--- src/rtl/magnitude_sqrt_unit.sv ---
// magnitude_sqrt_unit
// Iterative restoring square root of the saturated sum-of-squares word.
// One root bit is resolved per clock, with the most significant radicand pair
// consumed first. A start/busy/valid handshake lets the upstream valid strobe
// drive start directly. R and Rem change only when a result completes.

module magnitude_sqrt_unit #(
  parameter int Width = 32
) (
  input  logic                 Clk,
  input  logic                 Rst,
  input  logic                 start,
  input  logic [Width-1:0]     M,
  output logic [Width/2-1:0]   R,
  output logic [Width/2:0]     Rem,
  output logic                 busy,
  output logic                 valid
);

  localparam int Half = Width / 2;
  localparam int CntW = $clog2(Half) + 1;

  typedef enum logic [1:0] {
    S_IDLE = 2'd0,
    S_CALC = 2'd1,
    S_DONE = 2'd2
  } state_e;

  state_e             state_q, state_d;
  logic [Width-1:0]   op_q, op_d;
  logic [Half-1:0]    root_q, root_d;
  logic [Half+1:0]    rem_q, rem_d;
  logic [CntW-1:0]    cnt_q, cnt_d;
  logic [Half-1:0]    r_q, r_d;
  logic [Half:0]      rem_out_q, rem_out_d;
  logic               busy_q, busy_d;
  logic               valid_q, valid_d;

  // Iteration datapath signals.
  logic [Half+3:0]    rem_shift_s;
  logic [Half+3:0]    trial_s;
  logic               trial_ge_s;
  logic [Half-1:0]    root_next_s;
  logic [Half+1:0]    rem_next_s;
  logic               last_iter_s;

  // One restoring step: shift in the next radicand pair and try the subtraction.
  // The trial is computed two bits wider than the remainder register. A
  // non-negative trial always fits in Half+2 bits, so both extra top bits being
  // zero is exactly the "trial >= 0" condition.
  always_comb begin
    rem_shift_s = {rem_q, op_q[Width-1 -: 2]};
    trial_s     = rem_shift_s - {2'b00, root_q, 2'b01};
    trial_ge_s  = ~(|trial_s[Half+3:Half+2]);
    if (trial_ge_s) begin
      rem_next_s  = trial_s[Half+1:0];
      root_next_s = {root_q[Half-2:0], 1'b1};
    end else begin
      rem_next_s  = rem_shift_s[Half+1:0];
      root_next_s = {root_q[Half-2:0], 1'b0};
    end
    last_iter_s = (cnt_q == CntW'(Half - 1));
  end

  // Next-state and next-output logic of the IDLE/CALC/DONE controller.
  always_comb begin
    state_d   = state_q;
    op_d      = op_q;
    root_d    = root_q;
    rem_d     = rem_q;
    cnt_d     = cnt_q;
    r_d       = r_q;
    rem_out_d = rem_out_q;
    busy_d    = 1'b0;
    valid_d   = 1'b0;

    case (state_q)
      S_IDLE: begin
        if (start) begin
          state_d = S_CALC;
          op_d    = M;
          root_d  = {Half{1'b0}};
          rem_d   = {(Half+2){1'b0}};
          cnt_d   = {CntW{1'b0}};
          busy_d  = 1'b1;
        end else begin
          state_d = S_IDLE;
        end
      end

      S_CALC: begin
        op_d   = {op_q[Width-3:0], 2'b00};
        root_d = root_next_s;
        rem_d  = rem_next_s;
        cnt_d  = cnt_q + CntW'(1);
        if (last_iter_s) begin
          state_d   = S_DONE;
          r_d       = root_next_s;
          rem_out_d = rem_next_s[Half:0];
          valid_d   = 1'b1;
          busy_d    = 1'b0;
        end else begin
          state_d = S_CALC;
          busy_d  = 1'b1;
        end
      end

      S_DONE: begin
        if (start) begin
          state_d = S_CALC;
          op_d    = M;
          root_d  = {Half{1'b0}};
          rem_d   = {(Half+2){1'b0}};
          cnt_d   = {CntW{1'b0}};
          busy_d  = 1'b1;
        end else begin
          state_d = S_IDLE;
        end
      end

      default: begin
        state_d = S_IDLE;
      end
    endcase
  end

  // State and output registers with synchronous reset taking priority.
  always_ff @(posedge Clk) begin
    if (Rst) begin
      state_q   <= S_IDLE;
      op_q      <= {Width{1'b0}};
      root_q    <= {Half{1'b0}};
      rem_q     <= {(Half+2){1'b0}};
      cnt_q     <= {CntW{1'b0}};
      r_q       <= {Half{1'b0}};
      rem_out_q <= {(Half+1){1'b0}};
      busy_q    <= 1'b0;
      valid_q   <= 1'b0;
    end else begin
      state_q   <= state_d;
      op_q      <= op_d;
      root_q    <= root_d;
      rem_q     <= rem_d;
      cnt_q     <= cnt_d;
      r_q       <= r_d;
      rem_out_q <= rem_out_d;
      busy_q    <= busy_d;
      valid_q   <= valid_d;
    end
  end

  assign R     = r_q;
  assign Rem   = rem_out_q;
  assign busy  = busy_q;
  assign valid = valid_q;

endmodule
--- config.mk ---
export PLATFORM = sky130hd
export DESIGN_NAME = magnitude_sqrt_unit
export DESIGN_NICKNAME = d
export VERILOG_FILES = /design/src/rtl/magnitude_sqrt_unit.sv
export SDC_FILE = /design/constraint.sdc
export NUM_CORES = 1
export LEC_CHECK = 0
export ABC_AREA = 1
export ABC_CLOCK_PERIOD_IN_PS = 2800
export BUFFER_PORTS_ARGS = -buffer_cell sky130_fd_sc_hd__buf_2
export CORE_ASPECT_RATIO = 0.9
export CORE_MARGIN = 2
export CORE_UTILIZATION = 30
export CTS_CLUSTER_DIAMETER = 80
export CTS_CLUSTER_SIZE = 14
export DETAILED_ROUTE_END_ITERATION = 10
export GPL_ROUTABILITY_DRIVEN = 0
export PLACE_DENSITY = 0.5
export SYNTH_ARGS = -nofsm -noshare
export SYNTH_HDL_FRONTEND = slang
export SYNTH_SLANG_ARGS = --single-unit
--- constraint.sdc ---
create_clock -name Clk -period 2.8 [get_ports Clk]
set_input_delay 0.56 -clock Clk [delete_from_list [all_inputs] [get_ports Clk]]
set_output_delay 0.56 -clock Clk [all_outputs]
set_load 0.02 [all_outputs]
==> summary.md, run 1 <==
| Metric | Value |
|---|---|
| Mapped Avg Cell Area | 6.88 sq um |
| H-Tree Depth | 3 |
| Vert. Die Dim | 133 um |
| Cell chosen for the clock root | sky130_fd_sc_hd__clkbuf_16 |
| Share of the cycle needed by the critical path after routing | 0.889 |
| Layout cells sized above 1 | 0.146 |
| Critical path launch point | root_q[7] |
| Hold-fix buffer count after cts | 0 |
| Starting Density | 0.304 |
| Syn. warnings | 0 |
| Transition at the pin with the smallest max-transition slack | 0.752 ns |
| Clock tree from TritonCTS | yes |
| Instance count of the mapped netlist | 808 |
| Count of different cell masters after synthesis | 35 |
| Portion of synthesized cell area occupied by the leading cell type | 0.385 |
| Via count of the first global-routing pass | 4730 |
| Worst-path maximum fanout | 19 |
| Data required, critical path | 3.07 ns |
| Fill count | 1963 |
| Cell taking the most area after synthesis | sky130_fd_sc_hd__dfxtp_1 |
| Final antenna-violating net count | 0 |
| Setup TNS | 0 ns |
| # IOs | 70 |
| Maximum number of buffers from clock root to sink | 2 |
| Die Outline Area | 19600 sq um |
| Total routed wirelength | 15600 um |
| Standard-cell rows | 47 |
| Average detailed-routed wire length per instance | 14.0 um |
| Final min period | 2.49 ns |
| Setup skew after layout | 0.00929 ns |
| Count of flip-flops with a built-in enable after synthesis | 0 |
| Normalized max-slew margin | 0.498 |
| Setup repair after global routing missed its margin | false |
| Reg2reg start | root_q[7] |
| Total power per unit cell area | 1330 nW/um^2 |
| # diodes | 0 |
| Post-synthesis instance area | 5560 sq um |
| Worst Min Path Start | Rst |
| Slew Limit Fails | 0 |
| Maximum vdd ir drop | 0.000641 V |
| Setup Fix Bufs, Post-CTS | 0 |
| Area of the core region | 18300 sq um |
| Iter 0 DRT Violations | 281 |
| Layout net count | 914 |
| Clock-pin slew reported for the worst setup and hold paths after clock tree synthesis | 0.08 ns |
| Total overflow reported by the global router | 0 |
| Synth area leaders | sky130_fd_sc_hd__dfxtp_1, sky130_fd_sc_hd__nand2_1, sky130_fd_sc_hd__inv_1 |
| Crit path kind | flip-flop to flip-flop |
| Setup-failing EPs final | 0 |
| TritonCTS Buffers | 9 |
| Post-synth top cells | sky130_fd_sc_hd__nand2_1, sky130_fd_sc_hd__dfxtp_1, sky130_fd_sc_hd__inv_1 |
| Max Clk Rate | 0.402 GHz |
| FFs w/ async S/R, synth | 0 |
| Average vias per placed instance | 4.65 |
| Endpoint kind of the worst setup timing path | flip-flop |
| Vias | 5163 |
| Final-report hold violation count | 0 |
| PostCTS Resize Cnt | 0 |
| Top_reg_cell synth | sky130_fd_sc_hd__dfxtp_1 |
| Final standard cell utilization of the core | 0.349 |
| Number of antenna violations at the first check in global routing | 0 |
| Clk_lat worst skew | 0.37 ns |
| Run status | complete, no violations |
| Area grow syn2layout | 15.0% |
| Number of flip-flops and latches in the synthesized netlist | 107 |
| Number of buffers added on ports | 69 |
| Post-synth net total | 862 |
| Die X | 147 um |
| Arrival time reported for the critical path endpoint | 2.76 ns |
| Sequential share of the synthesized area | 0.385 |
| CTS Sinks | 107 |
| Detailed placer's ending HPWL | 11100 um |
| Max Cap Viol | 0 |
| Overall global routing resource usage | 0.163 |
| Static Leakage | 2.95 nW |
| Global-route wire length before repair | 25200 um |
| Type of the worst min-delay path | input pin to flip-flop |
| Pin count of the biggest net entering global routing | 65 |
| First-pass detailed-route iteration total | 4 |
| Startpoint kind of the worst setup timing path | flip-flop |
| Most repeated cell in the gate-level netlist after synthesis | sky130_fd_sc_hd__nand2_1 |
| DRC | 0 |
| Hold slack final | 0.438 ns |
report_power, final:
part / switching [mW] / internal [mW]
sequential: 0.129 / 1.66
clock: 0.655 / 0.627
combinational: 3.79 / 1.66
critical path, stage by stage (launching register included):
cell,delay (ns)
sky130_fd_sc_hd__dfxtp_1,0.36
sky130_fd_sc_hd__inv_1,0.07
sky130_fd_sc_hd__ha_1,0.37
sky130_fd_sc_hd__nand2_2,0.12
sky130_fd_sc_hd__inv_1,0.05
sky130_fd_sc_hd__a21oi_1,0.25
sky130_fd_sc_hd__nand2_1,0.09
sky130_fd_sc_hd__nand2_1,0.08
sky130_fd_sc_hd__nand3_1,0.06
sky130_fd_sc_hd__nand2_1,0.07
sky130_fd_sc_hd__nand2_2,0.19
sky130_fd_sc_hd__nand2_4,0.26
sky130_fd_sc_hd__nand2_1,0.13
sky130_fd_sc_hd__nand2_1,0.11
sky130_fd_sc_hd__nand2_1,0.07
sky130_fd_sc_hd__nand2_1,0.08
sky130_fd_sc_hd__inv_1,0.03
layout make-up:
type / count / area (sq um) / area share
clock buffer: 9 / 225 / 0.0352
sequential: 107 / 2140 / 0.335
timing repair buffer: 83 / 450 / 0.0705
clock inverter: 7 / 67.6 / 0.0106
inverter: 88 / 330 / 0.0517
tap: 245 / 307 / 0.0480
multi-input combinational: 571 / 2870 / 0.449
placed cells by master, fill, tap and decap left out, types with 3 or more instances in the layout:
cell,instances
sky130_fd_sc_hd__nand2_2,9
sky130_fd_sc_hd__nand2_1,262
sky130_fd_sc_hd__nor2_1,27
sky130_fd_sc_hd__dfxtp_1,107
sky130_fd_sc_hd__o21bai_1,8
sky130_fd_sc_hd__buf_4,14
sky130_fd_sc_hd__inv_1,85
sky130_fd_sc_hd__o21ai_0,59
sky130_fd_sc_hd__a21oi_1,54
sky130_fd_sc_hd__xor2_1,3
sky130_fd_sc_hd__ha_1,19
sky130_fd_sc_hd__buf_2,69
sky130_fd_sc_hd__nand3_2,10
sky130_fd_sc_hd__nand3b_1,4
sky130_fd_sc_hd__xnor2_1,7
sky130_fd_sc_hd__a31oi_1,30
sky130_fd_sc_hd__nor2_2,3
sky130_fd_sc_hd__clkbuf_16,9
sky130_fd_sc_hd__a211oi_1,3
sky130_fd_sc_hd__o21a_1,9
sky130_fd_sc_hd__nand3_1,54
metal layers:
metal / vias up / global-route usage / wire length [um]
met5: - / 0 / 0
met1: 2324 / 0.230 / 7780
met2: 95 / 0.246 / 6780
met3: 17 / 0.0346 / 706
li1: 2727 / - / -
met4: 0 / 0.0604 / 321
logic make-up after synthesis:
family,share of synthesized area
AND/OR/NAND/NOR,0.290
AO/OA/AOI/OAI,0.166
buffers and inverters,0.0993
flip-flops,0.385
adder cells (fa/ha/maj),0.0428
XOR/XNOR,0.0158
per-stage QoR:
| stage | power, mW | setup slack (ns) | area [sq um] | instances |
|---|---|---|---|---|
| final | 8.52 | 0.311 | 6390 | 1110 |
| after global routing | 9.31 | 0.0731 | 6390 | 1110 |
| after CTS | 8.51 | 0.282 | 6390 | 1110 |
| after detailed placement | 7.19 | 0.310 | 6100 | 1094 |
| after global placement | 7.23 | 0.378 | 6100 | 1094 |
| after floorplan | 6.40 | 0.789 | 5560 | 808 |
state kept, by name, indices dropped and copies added (netlist names):
register and count:
R 16, Rem 17, cnt_q 5, op_q 32
rem_q 18, root_q 16, state_q 2, valid 1
path summary, 6_finish.rpt:
kind,slack [ns],cells past startpoint,end
worst max register to register,0.31,16,Rem[3]
worst min-delay path,0.44,2,valid
worst max-delay path,0.31,16,Rem[3]
worst min register to register,0.47,1,cnt_q[3]
No activity file was read; power rests on OpenSTA's default activity.
==> run 2, diff against run 1 <==
--- a/config.mk
+++ b/config.mk
@@ -15,7 +15,6 @@
 export CTS_CLUSTER_SIZE = 14
 export DETAILED_ROUTE_END_ITERATION = 10
 export GPL_ROUTABILITY_DRIVEN = 0
-export PLACE_DENSITY = 0.5
 export SYNTH_ARGS = -nofsm -noshare
 export SYNTH_HDL_FRONTEND = slang
 export SYNTH_SLANG_ARGS = --single-unit
==> summary.md, run 2 (synthesis results as in run 1) <==
| Metric | Value |
|---|---|
| Setup skew after layout | 0.00754 ns (-0.00175 ns) |
| Register ranked first by flip-flop count | op_q |
| Total routed wirelength | 15100 um (-3.2%) |
| Relative contribution of sequential cells to total power | 0.213 (+0.003) |
| Pin count of the biggest net entering global routing | 44 (-32%) |
| Setup-failing EPs final | 0 (unchanged) |
| Most used cells in the layout excluding fill and tap cells | sky130_fd_sc_hd__nand2_1, sky130_fd_sc_hd__dfxtp_1, sky130_fd_sc_hd__inv_1, sky130_fd_sc_hd__buf_2, sky130_fd_sc_hd__o21ai_0 |
| Clock-pin slew reported for the worst setup and hold paths after clock tree synthesis | 0.08 ns (about the same) |
| Starting Density | 0.304 (unchanged) |
| Highest cell delay on the worst timing path | 0.37 ns (about the same) |
| Startpoint kind of the worst setup timing path | flip-flop |
| Max Cap Viol | 0 (unchanged) |
| Worst-path maximum fanout | 11 (-8) |
| Setup TNS | 0 ns (unchanged) |
| Maximum vdd ir drop | 0.000798 V (+24%) |
| Setup repair after global routing missed its margin | false |
| TritonCTS Buffers | 9 (unchanged) |
| Post-placement cell count | 1093 (-0.091%) |
| Crit path kind | flip-flop to flip-flop |
| Clk_lat worst skew | 0.36 ns (about the same) |
| Slew Limit Fails | 0 (unchanged) |
| # IOs | 70 (unchanged) |
| Portion of total power attributed to the clock network | 0.160 (+0.010) |
| H-Tree Depth | 3 (unchanged) |
| Standard-cell rows | 47 (unchanged) |
| CTS Sinks | 107 (unchanged) |
| # diodes | 0 (unchanged) |
| Average detailed-routed wire length per instance | 13.6 um (-3.1%) |
| Run status | complete, no violations |
| Vias | 5231 (+1.3%) |
| Data required, critical path | 3.09 ns (+0.02 ns) |
| Normalized max-slew margin | 0.660 (+0.162) |
| Overall global routing resource usage | 0.156 (-0.00733) |
| Max Clk Rate | 0.405 GHz (+0.81%) |
| Static Leakage | 2.95 nW (about the same) |
| Die Outline Area | 19600 sq um (unchanged) |
| Slack of the critical path | 0.331 ns (+0.0200 ns) |
| Switch share | 0.519 (-0.0180) |
| Leading cell type in the layout, fill and taps excluded | sky130_fd_sc_hd__nand2_1 |
| Combinational group share of total power | 0.627 (-0.013) |
| Setup Fix Bufs, Post-CTS | 0 (unchanged) |
| Maximum number of buffers from clock root to sink | 2 (unchanged) |
| Share of the cycle needed by the critical path after routing | 0.882 (-0.00715) |
| Switching power summed over all nets | 4.35 mW (-5.0%) |
| Total power per unit cell area | 1310 nW/um^2 (-1.8%) |
| First-pass detailed-route iteration total | 6 (+2) |
| Most common cell on crit path | sky130_fd_sc_hd__nand2_2 |
| Layout net count | 913 (-0.11%) |
| Final cell area excluding filler cells | 6400 sq um (about the same) |
| Cell chosen for the clock root | sky130_fd_sc_hd__clkbuf_16 |
| Type of the worst min-delay path | input pin to flip-flop |
| Final min period | 2.47 ns (-0.0200 ns) |
| Final instance count without filler cells | 1109 (-0.090%) |
| Detailed placer's ending HPWL | 10800 um (-2.7%) |
| Pint | 4.02 mW (+2.1%) |
| Final antenna-violating net count | 0 (unchanged) |
| Fill count | 1988 (+1.3%) |
| Average vias per placed instance | 4.72 (+1.4%) |
| Instance area after placement | 6090 sq um (-0.12%) |
| Pre-CTS setup slack | 0.331 ns (+0.0215 ns) |
| Clock tree from TritonCTS | yes |
| DRC | 0 (unchanged) |
| Number of buffers added on ports | 69 (unchanged) |
| Worst path slowest cell | sky130_fd_sc_hd__ha_1 |
| Largest register FFs | 32 (unchanged) |
| Final-report hold violation count | 0 (unchanged) |
| Arrival time reported for the critical path endpoint | 2.76 ns (about the same) |
| Global-route wire length before repair | 24700 um (-2.2%) |
| Number of antenna violations at the first check in global routing | 0 (unchanged) |
| Iter 0 DRT Violations | 351 (+25%) |
| Layout cells sized above 1 | 0.145 (-0.000989) |
| PostCTS Resize Cnt | 0 (unchanged) |
| Area of the core region | 18300 sq um (unchanged) |
| Total overflow reported by the global router | 0 (unchanged) |
| Endpoint kind of the worst setup timing path | flip-flop |
| Area grow syn2layout | 15.1% (about the same) |
| Die X | 147 um (unchanged) |
| List of cells traversed by the critical path | inv_1 -> ha_1 -> nand2_2 -> inv_1 -> a21oi_1 -> nand3_2 -> nand2_2 -> nand3_1 -> nand2_2 -> buf_4 -> nand3_1 -> nand2_1 -> nand2_1 -> a21oi_1 |
| Transition at the pin with the smallest max-transition slack | 0.509 ns (-0.243 ns) |
| Via count of the first global-routing pass | 4924 (+4.1%) |
| Hold-fix buffer count after cts | 0 (unchanged) |
| Vert. Die Dim | 133 um (unchanged) |
[run 2: cell count changes in the layout (fill, tap and decap cells not counted)]
cell / change
sky130_fd_sc_hd__buf_4: -1
sky130_fd_sc_hd__clkinv_4: -1
sky130_fd_sc_hd__clkinv_8: -1
sky130_fd_sc_hd__bufinv_16: +1
sky130_fd_sc_hd__inv_6: +1
[run 2: power groups by stage]
stage	logic [mW]	registers, mW	clock network [mW]
finish	5.24	1.79	1.34
global route	5.95	1.80	1.42
CTS	5.23	1.78	1.37
detailed placement	5.20	1.82	0
global placement	5.17	1.82	0
floorplan	4.64	1.76	0
[run 2: layout make-up]
cell class	instances	area [sq um]	share of cell area
clock buffer	9	225	0.0352
clock inverter	7	81.3	0.0127
inverter	88	330	0.0516
multi-input combinational	571	2870	0.448
sequential	107	2140	0.335
tap	245	307	0.0479
timing repair buffer	82	443	0.0692
[run 2: worst paths after layout]
| path | startpoint | to | slack (ns) | depth (start not counted) |
|---|---|---|---|---|
| worst max register to register | root_q[7] | rem_q[13] | 0.33 | 14 |
| worst max-delay path | root_q[7] | rem_q[13] | 0.33 | 14 |
| worst min register to register | op_q[0] | op_q[0] | 0.46 | 2 |
| worst min-delay path | M[20] | op_q[20] | 0.45 | 3 |
[run 2: per-layer routing]
| metal | part of all wire | up-vias | wire, um | track usage |
|---|---|---|---|---|
| met5 | 0 | - | 0 | 0 |
| met4 | 0.030 | 0 | 455 | 0.0662 |
| met3 | 0.045 | 28 | 672 | 0.0315 |
| met2 | 0.45 | 111 | 6720 | 0.245 |
| met1 | 0.48 | 2377 | 7240 | 0.209 |
| li1 | - | 2715 | - | - |
[run 2: worst max-delay path: cells and delay by family, from the launching register on]
family	cells	cell delay, ns
fa+ha+maj	1	0.37
flops	1	0.35
compound gates	2	0.32
simple gates	8	1.00
buf+inv	3	0.38
[run 2: per-stage QoR]
stage / total power, mW / util / hold WS [ns]
CTS: 8.39 / 0.350 / 0.437
global placement: 6.99 / 0.333 / 0.454
detailed placement: 7.02 / 0.333 / 0.454
global route: 9.17 / 0.350 / 0.454
finish: 8.37 / 0.350 / 0.453
floorplan: 6.40 / - / 0.436
==> run 3, diff against run 2 <==
--- a/config.mk
+++ b/config.mk
@@ -7,14 +7,17 @@
 export LEC_CHECK = 0
 export ABC_AREA = 1
 export ABC_CLOCK_PERIOD_IN_PS = 2800
-export BUFFER_PORTS_ARGS = -buffer_cell sky130_fd_sc_hd__buf_2
+export CELL_PAD_IN_SITES_DETAIL_PLACEMENT = 0
+export CELL_PAD_IN_SITES_GLOBAL_PLACEMENT = 1
 export CORE_ASPECT_RATIO = 0.9
 export CORE_MARGIN = 2
 export CORE_UTILIZATION = 30
 export CTS_CLUSTER_DIAMETER = 80
 export CTS_CLUSTER_SIZE = 14
 export DETAILED_ROUTE_END_ITERATION = 10
+export DONT_BUFFER_PORTS = 1
 export GPL_ROUTABILITY_DRIVEN = 0
+export PLACE_DENSITY_LB_ADDON = 0.2
 export SYNTH_ARGS = -nofsm -noshare
 export SYNTH_HDL_FRONTEND = slang
 export SYNTH_SLANG_ARGS = --single-unit
==> summary.md, run 3 (synthesis results as in run 1) <==
| Metric | Value |
|---|---|
| Pin count of the biggest net entering global routing | 65 (+48%) |
| Highest cell delay on the worst timing path | 0.39 ns (+0.02 ns) |
| Clock tree from TritonCTS | yes |
| Largest register FFs | 32 (unchanged) |
| Number of buffers added on ports | 0 (-100%) |
| Detailed placer's ending HPWL | 12100 um (+12%) |
| Maximum number of buffers from clock root to sink | 2 (unchanged) |
| First-pass detailed-route iteration total | 5 (-1) |
| Max Cap Viol | 0 (unchanged) |
| Hold slack final | 0.256 ns (-0.197 ns) |
| Total overflow reported by the global router | 0 (unchanged) |
| Most used cells in the layout excluding fill and tap cells | sky130_fd_sc_hd__nand2_1, sky130_fd_sc_hd__dfxtp_1, sky130_fd_sc_hd__inv_1, sky130_fd_sc_hd__o21ai_0 |
| Hold-fix buffer count after cts | 0 (unchanged) |
| Vias | 4990 (-4.6%) |
| Buffering stage count on the worst path with inverters included | 4 (+1) |
| CTS Sinks | 107 (unchanged) |
| Total power per unit cell area | 1390 nW/um^2 (+6.2%) |
| Endpoint kind of the worst setup timing path | flip-flop |
| Area of the core region | 18300 sq um (unchanged) |
| Number of antenna violations at the first check in global routing | 0 (unchanged) |
| Setup repair after global routing missed its margin | false |
| Relative contribution of sequential cells to total power | 0.212 (about the same) |
| Average detailed-routed wire length per instance | 15.8 um (+16%) |
| PostCTS Resize Cnt | 0 (unchanged) |
| Most common cell on crit path | sky130_fd_sc_hd__nand2_1 |
| Setup TNS | 0 ns (unchanged) |
| Static Leakage | 2.61 nW (-11%) |
| Arrival time reported for the critical path endpoint | 2.77 ns (about the same) |
| Clock-pin slew reported for the worst setup and hold paths after clock tree synthesis | 0.08 ns (about the same) |
| Overall global routing resource usage | 0.169 (+0.0134) |
| Total routed wirelength | 16400 um (+8.9%) |
| Maximum vdd ir drop | 0.000694 V (-13%) |
| Standard-cell rows | 47 (unchanged) |
| Die X | 147 um (unchanged) |
| Global-route wire length before repair | 26100 um (+5.8%) |
| Clk_lat worst skew | 0.36 ns (about the same) |
| Startpoint kind of the worst setup timing path | flip-flop |
| DRC | 0 (unchanged) |
| Final Power | 8.39 mW (+0.26%) |
| Average vias per placed instance | 4.80 (+1.7%) |
| Setup-failing EPs final | 0 (unchanged) |
| Crit path kind | flip-flop to flip-flop |
| Setup Fix Bufs, Post-CTS | 0 (unchanged) |
| Worst-path maximum fanout | 13 (+2) |
| Final standard cell utilization of the core | 0.330 (-0.0197) |
| Instance area after placement | 5740 sq um (-5.7%) |
| Die Outline Area | 19600 sq um (unchanged) |
| Leading cell type in the layout, fill and taps excluded | sky130_fd_sc_hd__nand2_1 |
| Starting Density | 0.304 (unchanged) |
| Final cell area excluding filler cells | 6040 sq um (-5.6%) |
| Max Clk Rate | 0.398 GHz (-1.8%) |
| Layout cells sized above 1 | 0.0692 (-0.0755) |
| # diodes | 0 (unchanged) |
| Area grow syn2layout | 8.62% |
| Layout net count | 844 (-7.6%) |
| Worst path slowest cell | sky130_fd_sc_hd__ha_1 |
| Run status | complete, no violations |
| Switch share | 0.532 (+0.0122) |
| Combinational group share of total power | 0.636 (+0.009) |
| Crit-path leading delay family | simple AND/OR/NAND/NOR gates |
| Setup skew after layout | 0.0192 ns (+0.0116 ns) |
| Transition at the pin with the smallest max-transition slack | 0.838 ns (+0.329 ns) |
| Via count of the first global-routing pass | 4736 (-3.8%) |
| Normalized max-slew margin | 0.441 (-0.219) |
| Register ranked first by flip-flop count | op_q |
| Iter 0 DRT Violations | 333 (-5.1%) |
| Share of the cycle needed by the critical path after routing | 0.898 (+0.0163) |
| Final min period | 2.51 ns (+0.0455 ns) |
| Final antenna-violating net count | 0 (unchanged) |
| Vert. Die Dim | 133 um (unchanged) |
| List of cells traversed by the critical path | inv_1 -> ha_1 -> nand2_1 -> inv_1 -> nand3_1 -> a21oi_1 -> nor2_1 -> nand3_1 -> nand2_1 -> nand2_2 -> buf_4 -> nand3_2 -> nand2_1 -> nand2_1 -> nand2_1 -> inv_1 |
| Cell chosen for the clock root | sky130_fd_sc_hd__clkbuf_16 |
| Pint | 3.93 mW (-2.3%) |
| Data required, critical path | 3.05 ns (-0.04 ns) |
| H-Tree Depth | 3 (unchanged) |
| Slew Limit Fails | 0 (unchanged) |
| TritonCTS Buffers | 9 (unchanged) |
| # IOs | 70 (unchanged) |
| Final-report hold violation count | 0 (unchanged) |
| Type of the worst min-delay path | input pin to flip-flop |
| Portion of total power attributed to the clock network | 0.152 (-0.008) |
| Switching power summed over all nets | 4.46 mW (+2.6%) |
run 3: changes by cell type in the layout (fill, tap and decap cells not counted), sizes merged:
cell,delta
buf,-69
bufinv,-1
clkinvlp,+1
run 3: area by class of cell:
class / instances / area (sq um)
Multi-Input combinational cell: 571 / 2870
Sequential cell: 107 / 2140
Inverter: 88 / 330
Clock inverter: 7 / 68.8
Tap cell: 245 / 307
Timing Repair Buffer: 13 / 97.6
Clock buffer: 9 / 225
Fill cell: 2007 / 12300
run 3: path summary, 6_finish.rpt:
| check | from | end | slack, ns | cells after the start |
|---|---|---|---|---|
| setup reg to reg | root_q[13] | Rem[8] | 0.29 | 16 |
| hold / removal | Rst | root_q[7] | 0.26 | 1 |
| hold reg to reg | root_q[15] | root_q[15] | 0.47 | 2 |
| setup / recovery | root_q[13] | Rem[8] | 0.29 | 16 |
run 3: metal layers:
layer | wire [um] | vias to the layer above | track usage
met3 | 985 | 9 | 0.0425
met4 | 161 | 0 | 0.0358
li1 | - | 2577 | -
met5 | 0 | - | 0
met2 | 7270 | 113 | 0.265
met1 | 8010 | 2291 | 0.237
run 3: worst register-to-register path, stage by stage, from the launching register on:
cell                      delay [ns]
sky130_fd_sc_hd__dfxtp_1        0.36
sky130_fd_sc_hd__inv_1          0.07
sky130_fd_sc_hd__ha_1           0.39
sky130_fd_sc_hd__nand2_1        0.10
sky130_fd_sc_hd__inv_1          0.08
sky130_fd_sc_hd__nand3_1        0.17
sky130_fd_sc_hd__a21oi_1        0.17
sky130_fd_sc_hd__nor2_1         0.09
sky130_fd_sc_hd__nand3_1        0.09
sky130_fd_sc_hd__nand2_1        0.06
sky130_fd_sc_hd__nand2_2        0.19
sky130_fd_sc_hd__buf_4          0.25
sky130_fd_sc_hd__nand3_2        0.10
sky130_fd_sc_hd__nand2_1        0.13
sky130_fd_sc_hd__nand2_1        0.06
sky130_fd_sc_hd__nand2_1        0.09
sky130_fd_sc_hd__inv_1          0.03
run 3: per-stage QoR:
| stage | std cells | setup slack, ns |
|---|---|---|
| 2_1_floorplan | 808 | 0.789 |
| 3_3_place_gp | 1024 | 0.325 |
| 3_5_place_dp | 1024 | 0.299 |
| 4_1_cts | 1040 | 0.272 |
| 5_1_grt | 1040 | 0.00382 |
| 6_report | 1040 | 0.285 |
run 3: power by group through the flow:
stage | Sequential, mW | Combinational, mW | Clock [mW]
finish | 1.78 | 5.34 | 1.27
global route | 1.80 | 6.11 | 1.37
CTS | 1.78 | 5.38 | 1.31
detailed placement | 1.82 | 5.36 | 0
global placement | 1.82 | 5.35 | 0
floorplan | 1.76 | 4.64 | 0
